`config.mk`:
```
export PLATFORM = sky130hd
export DESIGN_NAME = core_hazard_ctrl_flat
export DESIGN_NICKNAME = d
export VERILOG_FILES = /design/src/rtl/core_hazard_ctrl_if.sv /design/src/rtl/core_hazard_ctrl.sv /design/src/flat_wrapper.sv
export SDC_FILE = /design/constraint.sdc
export NUM_CORES = 1
export LEC_CHECK = 0
export CORE_UTILIZATION = 32
export DETAILED_ROUTE_END_ITERATION = 8
export PLACE_DENSITY = 0.62
export SETUP_SLACK_MARGIN = 0.15
export SYNTH_ARGS = -nofsm -noshare
export SYNTH_HDL_FRONTEND = slang
export SYNTH_SLANG_ARGS = --single-unit
```
`constraint.sdc`:
```
create_clock -name clk_i -period 2.2 [get_ports clk_i]
set_input_delay 0.33 -clock clk_i [delete_from_list [all_inputs] [get_ports clk_i]]
set_output_delay 0.33 -clock clk_i [all_outputs]
set_load 0.01 [all_outputs]
```
`src/rtl/core_hazard_ctrl_if.sv`:
```
// Hazard-unit bundle: decode operands and per-pipe-register status in,
// pipeline enables, forward selects and performance counters out.
interface core_hazard_ctrl_if #(
  parameter int NSTAGE = 4,
  parameter int REG_AW = 5,
  parameter int CNT_W  = 16,
  parameter int FSW    = $clog2(NSTAGE)
);
  logic [REG_AW-1:0]        id_rs1, id_rs2;
  logic                     id_rs1_used, id_rs2_used;
  logic [NSTAGE*REG_AW-1:0] st_rd;
  logic [NSTAGE-1:0]        st_we, st_load;
  logic                     redirect, imem_busy, imem_done, dmem_busy, cnt_clr;
  logic [NSTAGE-1:0]        pipe_en, pipe_flush;
  logic                     pc_write;
  logic [FSW-1:0]           fwd_sel1, fwd_sel2;
  logic [CNT_W-1:0]         stall_cnt, flush_cnt;

  modport slave (
    input  id_rs1, id_rs2, id_rs1_used, id_rs2_used, st_rd, st_we, st_load,
           redirect, imem_busy, imem_done, dmem_busy, cnt_clr,
    output pipe_en, pipe_flush, pc_write, fwd_sel1, fwd_sel2, stall_cnt, flush_cnt
  );
  modport master (
    output id_rs1, id_rs2, id_rs1_used, id_rs2_used, st_rd, st_we, st_load,
           redirect, imem_busy, imem_done, dmem_busy, cnt_clr,
    input  pipe_en, pipe_flush, pc_write, fwd_sel1, fwd_sel2, stall_cnt, flush_cnt
  );
endinterface

```
`src/rtl/core_hazard_ctrl.sv`:
```
// RV32I pipeline hazard control: forwarding/load-use detection, redirect squash FSM,
// memory-busy freeze and saturating stall/flush counters.
module core_hazard_ctrl #(
  parameter int NSTAGE         = 4,
  parameter int REG_AW         = 5,
  parameter bit FWD_EN         = 1'b1,
  parameter int LOAD_FWD_STAGE = 3,
  parameter int REDIRECT_STAGE = 1,
  parameter int DMEM_STAGE     = 2,
  parameter int CNT_W          = 16,
  parameter int FSW            = $clog2(NSTAGE)
) (
  input  logic               clk_i,
  input  logic               rst_i,
  core_hazard_ctrl_if.slave  hz
);
  typedef enum logic {RUN, SQUASH} state_t;
  typedef struct packed {
    logic           hit;
    logic [FSW-1:0] k;
    logic           ld;
  } match_t;

  state_t state_q, state_d;
  logic [CNT_W-1:0] stall_cnt_q, stall_cnt_d, flush_cnt_q, flush_cnt_d;
  logic flush_inc;

  // Scan oldest to youngest so the smallest matching index wins.
  function automatic match_t youngest(input logic [REG_AW-1:0] rs, input logic used,
                                      input logic [NSTAGE*REG_AW-1:0] rd,
                                      input logic [NSTAGE-1:0] we, input logic [NSTAGE-1:0] ld);
    match_t m;
    m = '0;
    for (int k = NSTAGE-1; k >= 1; k--) begin
      if (used && rs != '0 && we[k] && rd[k*REG_AW +: REG_AW] == rs) begin
        m.hit = 1'b1;
        m.k   = FSW'(k);
        m.ld  = ld[k];
      end
    end
    return m;
  endfunction

  match_t m1, m2;
  logic   haz1, haz2, hazard;

  always_comb begin
    m1 = youngest(hz.id_rs1, hz.id_rs1_used, hz.st_rd, hz.st_we, hz.st_load);
    m2 = youngest(hz.id_rs2, hz.id_rs2_used, hz.st_rd, hz.st_we, hz.st_load);
    if (FWD_EN) begin
      haz1 = m1.hit && m1.ld && (int'(m1.k) < LOAD_FWD_STAGE);
      haz2 = m2.hit && m2.ld && (int'(m2.k) < LOAD_FWD_STAGE);
    end else begin
      haz1 = m1.hit;
      haz2 = m2.hit;
    end
    hazard = haz1 || haz2;
  end

  always_comb begin
    hz.pipe_en    = '1;
    hz.pipe_flush = '0;
    hz.pc_write   = 1'b1;
    hz.fwd_sel1   = (FWD_EN && m1.hit && !haz1) ? m1.k : '0;
    hz.fwd_sel2   = (FWD_EN && m2.hit && !haz2) ? m2.k : '0;
    state_d       = state_q;
    flush_inc     = 1'b0;
    if (rst_i) begin
      hz.pipe_en    = '0;
      hz.pipe_flush = '1;
      hz.pc_write   = 1'b0;
      hz.fwd_sel1   = '0;
      hz.fwd_sel2   = '0;
      state_d       = RUN;
    end else if (hz.dmem_busy) begin
      // Frozen redirect stays on the bus and is taken once the freeze lifts.
      for (int k = 0; k < NSTAGE; k++)
        if (k <= DMEM_STAGE) hz.pipe_en[k] = 1'b0;
      hz.pc_write = 1'b0;
      if (state_q == SQUASH && hz.imem_done) begin
        hz.pipe_flush[0] = 1'b1;
        state_d          = RUN;
      end
    end else if (hz.redirect) begin
      for (int k = 0; k < NSTAGE; k++)
        if (k <= REDIRECT_STAGE) hz.pipe_flush[k] = 1'b1;
      hz.pc_write = 1'b1;
      flush_inc   = 1'b1;
      if (state_q == SQUASH || hz.imem_busy) state_d = SQUASH;
      else                                   state_d = RUN;
    end else if (state_q == SQUASH) begin
      hz.pc_write      = 1'b0;
      hz.pipe_en[0]    = 1'b0;
      hz.pipe_flush[0] = 1'b1;
      if (hz.imem_done) state_d = RUN;
    end else if (hz.imem_busy || hazard) begin
      hz.pc_write      = 1'b0;
      hz.pipe_en[0]    = 1'b0;
      hz.pipe_flush[1] = 1'b1;
    end
  end

  always_comb begin
    stall_cnt_d = stall_cnt_q;
    flush_cnt_d = flush_cnt_q;
    if (hz.cnt_clr) begin
      stall_cnt_d = '0;
      flush_cnt_d = '0;
    end else begin
      if (!hz.pc_write && stall_cnt_q != '1) stall_cnt_d = stall_cnt_q + 1'b1;
      if (flush_inc && flush_cnt_q != '1)    flush_cnt_d = flush_cnt_q + 1'b1;
    end
  end

  always_ff @(posedge clk_i or posedge rst_i) begin
    if (rst_i) begin
      state_q     <= RUN;
      stall_cnt_q <= '0;
      flush_cnt_q <= '0;
    end else begin
      state_q     <= state_d;
      stall_cnt_q <= stall_cnt_d;
      flush_cnt_q <= flush_cnt_d;
    end
  end

  assign hz.stall_cnt = stall_cnt_q;
  assign hz.flush_cnt = flush_cnt_q;
endmodule

```
`src/flat_wrapper.sv`:
```
// flat-port wrapper written by rule: the top's interface ports become plain ports
module core_hazard_ctrl_flat 
#(
  parameter int NSTAGE         = 4,
  parameter int REG_AW         = 5,
  parameter bit FWD_EN         = 1'b1,
  parameter int LOAD_FWD_STAGE = 3,
  parameter int REDIRECT_STAGE = 1,
  parameter int DMEM_STAGE     = 2,
  parameter int CNT_W          = 16,
  parameter int FSW            = $clog2(NSTAGE)
)
  (clk_i, rst_i, hz_id_rs1, hz_id_rs2, hz_id_rs1_used, hz_id_rs2_used, hz_st_rd, hz_st_we, hz_st_load, hz_redirect, hz_imem_busy, hz_imem_done, hz_dmem_busy, hz_cnt_clr, hz_pipe_en, hz_pipe_flush, hz_pc_write, hz_fwd_sel1, hz_fwd_sel2, hz_stall_cnt, hz_flush_cnt);
  core_hazard_ctrl_if #(.NSTAGE(NSTAGE), .REG_AW(REG_AW), .CNT_W(CNT_W), .FSW(FSW)) hz_i ();
  input  logic clk_i;
  input  logic rst_i;
  input wire logic [$bits(hz_i.id_rs1)-1:0] hz_id_rs1;
  input wire logic [$bits(hz_i.id_rs2)-1:0] hz_id_rs2;
  input wire logic [$bits(hz_i.id_rs1_used)-1:0] hz_id_rs1_used;
  input wire logic [$bits(hz_i.id_rs2_used)-1:0] hz_id_rs2_used;
  input wire logic [$bits(hz_i.st_rd)-1:0] hz_st_rd;
  input wire logic [$bits(hz_i.st_we)-1:0] hz_st_we;
  input wire logic [$bits(hz_i.st_load)-1:0] hz_st_load;
  input wire logic [$bits(hz_i.redirect)-1:0] hz_redirect;
  input wire logic [$bits(hz_i.imem_busy)-1:0] hz_imem_busy;
  input wire logic [$bits(hz_i.imem_done)-1:0] hz_imem_done;
  input wire logic [$bits(hz_i.dmem_busy)-1:0] hz_dmem_busy;
  input wire logic [$bits(hz_i.cnt_clr)-1:0] hz_cnt_clr;
  output wire logic [$bits(hz_i.pipe_en)-1:0] hz_pipe_en;
  output wire logic [$bits(hz_i.pipe_flush)-1:0] hz_pipe_flush;
  output wire logic [$bits(hz_i.pc_write)-1:0] hz_pc_write;
  output wire logic [$bits(hz_i.fwd_sel1)-1:0] hz_fwd_sel1;
  output wire logic [$bits(hz_i.fwd_sel2)-1:0] hz_fwd_sel2;
  output wire logic [$bits(hz_i.stall_cnt)-1:0] hz_stall_cnt;
  output wire logic [$bits(hz_i.flush_cnt)-1:0] hz_flush_cnt;
  assign hz_i.id_rs1 = hz_id_rs1;
  assign hz_i.id_rs2 = hz_id_rs2;
  assign hz_i.id_rs1_used = hz_id_rs1_used;
  assign hz_i.id_rs2_used = hz_id_rs2_used;
  assign hz_i.st_rd = hz_st_rd;
  assign hz_i.st_we = hz_st_we;
  assign hz_i.st_load = hz_st_load;
  assign hz_i.redirect = hz_redirect;
  assign hz_i.imem_busy = hz_imem_busy;
  assign hz_i.imem_done = hz_imem_done;
  assign hz_i.dmem_busy = hz_dmem_busy;
  assign hz_i.cnt_clr = hz_cnt_clr;
  assign hz_pipe_en = hz_i.pipe_en;
  assign hz_pipe_flush = hz_i.pipe_flush;
  assign hz_pc_write = hz_i.pc_write;
  assign hz_fwd_sel1 = hz_i.fwd_sel1;
  assign hz_fwd_sel2 = hz_i.fwd_sel2;
  assign hz_stall_cnt = hz_i.stall_cnt;
  assign hz_flush_cnt = hz_i.flush_cnt;
  core_hazard_ctrl #(.NSTAGE(NSTAGE), .REG_AW(REG_AW), .FWD_EN(FWD_EN), .LOAD_FWD_STAGE(LOAD_FWD_STAGE), .REDIRECT_STAGE(REDIRECT_STAGE), .DMEM_STAGE(DMEM_STAGE), .CNT_W(CNT_W), .FSW(FSW)) u_core (.clk_i(clk_i), .rst_i(rst_i), .hz(hz_i));
endmodule
```
==> metrics.cfg <==
[die]
initial_utilization_pct=33.2
pin_count=92
coreArea_um2=6830
die_h_um=86.2
dieWidth_um=86.2
die_area_um2=7430
num_rows=30

[sta]
finalHoldViolCount=0
finalSetupViolCount=23
layout_setup_ws_ps=-280
fmax_mhz=403
rsz0062_at_grt=true
period_needed_ps=2480
period_share_pct=113
hold_slack_ps=569
finalSetupTns_ps=-4380
drv_slew=0
worstMarginPinSlew_ps=474
skew_ps=5.79
slew_headroom_pct=68.3

[power]
combPwrFrac_pct=24.0
ir_drop_v=0.000340
clock_power_share_pct=36.8
switching_share_pct=27.3
p_sw_mw=0.436
seq_power_share_pct=39.1
internal_power_mw=1.16
power.density_nw_per_um2=395
p_leak_nw=1.69
finalPower_mw=1.59

[synth]
ys_seq_elements=33
synthTopCellsByArea=dfrtp_1, xnor2_1, xor2_1, nor2_1, nand2_1
synth_cell_type_count=47
ys_seq_area_share_pct=36.4
syn_area_um2=2270
synthArstFlopShare_pct=100
synth_area_leader_cell=dfrtp_1
synth_top_area_share_pct=36.4
syn_inst=256
yosysWarnings=0
synth-main-ff-cell=dfrtp_1
synth_enable_flop_cells=0
avgSynthCellArea_um2=8.86
synth_fp_nets=305
yosys.cell_count.top_type=dfrtp_1
synth_common_cells=dfrtp_1, xnor2_1, nor2_1

[global_routing]
grt_use_met1_pct=26.2
gr-max-usage-layer=met2
gr-total-overflow=0
grt_pass1_wl_um=11700
grt_util_all_layers_pct=20.2
grt_pass1_vias=2389
grt_max_degree=34
antenna_found_initial=0
met3_usage_pct=3.33
met2_usage_pct=34.7

[cts]
cts-root-buf=clkbuf_8
cts.htree.levels=2
cts_buffers=5
path_clk_slew_ps=70
cts.sinks=33
clkLatencyLatePin_ps=290
cts_hold_buf=0
clockBufferDepth=2
cts_tree=built

[cells_and_area]
drive_above_1_share_pct=36.9
postLayoutCellArea_um2=4040
final_nets=452
final_util_pct=59.1
syn_to_final_growth_pct=78.1
diodes=0

[route]
drtIter0Drc=159
vias=2480
via_per_inst=4.96
routedWlPerCell_um=14.5
postRouteAntennaNets=0
totalWireLength_um=7250
drt-pass1-iter-count=4
drc_errors=0

[worst_setup_path]
r2r_slack_ps=-110
end_kind=flip-flop
worstPathArrival_ps=2690
path_cells=buf_6 -> or4_4 -> o21ai_4 -> nor3_4 -> buf_6 -> o32ai_4 -> buf_4 -> a211oi_4 -> or2_4 -> or4_4 -> a21oi_2
worstPathRequired_ps=2410
critical_path.max_fanout=6
crit_path_top_delay_cell=or4_4
path_class=in -> reg
reg2reg_from=u_core.hz.stall_cnt[5]$_DFFE_PP0P_
r2r_cells=8
reg2reg_to=u_core.hz.stall_cnt[15]$_DFFE_PP0P_
worst_path_largest_cell_delay_ps=540
worst_setup_path_start_kind=input port

[min_path]
holdPathStages=2
hp-start=u_core.hz.flush_cnt[5]$_DFFE_PP0P_
hold_class=reg -> reg
hold_path_end=u_core.hz.flush_cnt[5]$_DFFE_PP0P_

[run]
maxCapViolCount=0

[place]
portBuffers=83
hpwl_um=5250
gp_congestion=0.894
place_area_um2=3580

[run_status]
status=finished with violations
violations=negative setup slack

[cell type report]
type	count	area [um2]
flip-flops and latches	33	827
fillers	609	2790
inverters	5	18.8
well taps	96	120
clock inverters	3	46.3
clock buffers	5	68.8
repair buffers	151	1340
multi-input cells	207	1620
[worst max path at each step]
stage | start | slack, ps | end | cells past startpoint
CTS | hz_id_rs1[2] | -260 | hz_pc_write | 9
detailed placement | hz_id_rs1[1] | -940 | hz_pc_write | 9
global route | hz_id_rs2[2] | -330 | u_core.hz.stall_cnt[15]$_DFFE_PP0P_ | 11
global placement | hz_id_rs1[1] | -930 | hz_pipe_en[0] | 9
floorplan | hz_id_rs2[0] | -340 | u_core.hz.stall_cnt[5]$_DFFE_PP0P_ | 9
finish | hz_id_rs2[2] | -280 | u_core.hz.stall_cnt[15]$_DFFE_PP0P_ | 11
[metrics by stage]
stage | cells | worst slack (ps)
floorplan | 256 | -342
global placement | 475 | -934
detailed placement | 475 | -943
CTS | 492 | -261
global route | 500 | -326
finish | 500 | -280
[cell usage in the layout, fill, tap and decap left out, types with 7 or more instances in the layout]
| cell type | instances |
|---|---|
| or3_1 | 8 |
| xnor2_1 | 23 |
| nand4_1 | 9 |
| nand3_1 | 9 |
| xor2_1 | 16 |
| buf_6 | 19 |
| a21oi_2 | 8 |
| buf_2 | 11 |
| dlygate4sd2_1 | 7 |
| clkdlybuf4s50_1 | 52 |
| nor2_1 | 23 |
| dfrtp_1 | 32 |
| nand2_1 | 21 |
| buf_4 | 53 |
| a21oi_1 | 7 |
[flip-flops by register name, indices dropped and copies added, names as in the netlist]
| name | count |
|---|---|
| u_core.hz.flush_cnt | 16 |
| u_core.hz.stall_cnt | 16 |
| u_core.state_q | 1 |
[kinds of logic (layout without fill, tap and decap cells)]
group | after synthesis | count (layout) | synth area share, %
compound gates | 46 | 46 | 13.6
xor+xnor | 44 | 44 | 17.0
fa+ha+maj | 2 | 2 | 1.10
buf+inv | 17 | 164 | 3.86
flops | 33 | 33 | 36.4
mux | 5 | 5 | 2.37
simple gates | 109 | 110 | 25.6
[power by group through the flow]
stage / sequential [mW] / combinational [mW] / clock [mW]
after floorplan: 0.639 / 0.138 / 0
after global placement: 0.636 / 0.346 / 0
after detailed placement: 0.636 / 0.350 / 0
after CTS: 0.624 / 0.369 / 0.601
after global routing: 0.625 / 0.414 / 0.629
final: 0.624 / 0.383 / 0.587
[per-layer routing]
layer | routed length, um | vias up
li1 | - | 1207
met1 | 3190 | 1205
met2 | 3650 | 59
met3 | 334 | 9
met4 | 73 | 0
met5 | 0 | -
[critical path: cells and delay by family]
kind | cells | cell delay, ps
AO/OA/AOI/OAI | 4 | 630
AND/OR/NAND/NOR | 4 | 1350
buffers and inverters | 3 | 370
[repair_timing]
item                                    in CTS  in global routing
setup buffers                                8                  8
gates resized for setup                    117                 41
cloned                                       1                  0
pin swaps                                   32                 32
endpoints found under the hold margin        0                  0
endpoints found under the setup margin      26                 35
Power figures use the tool's default switching activity.
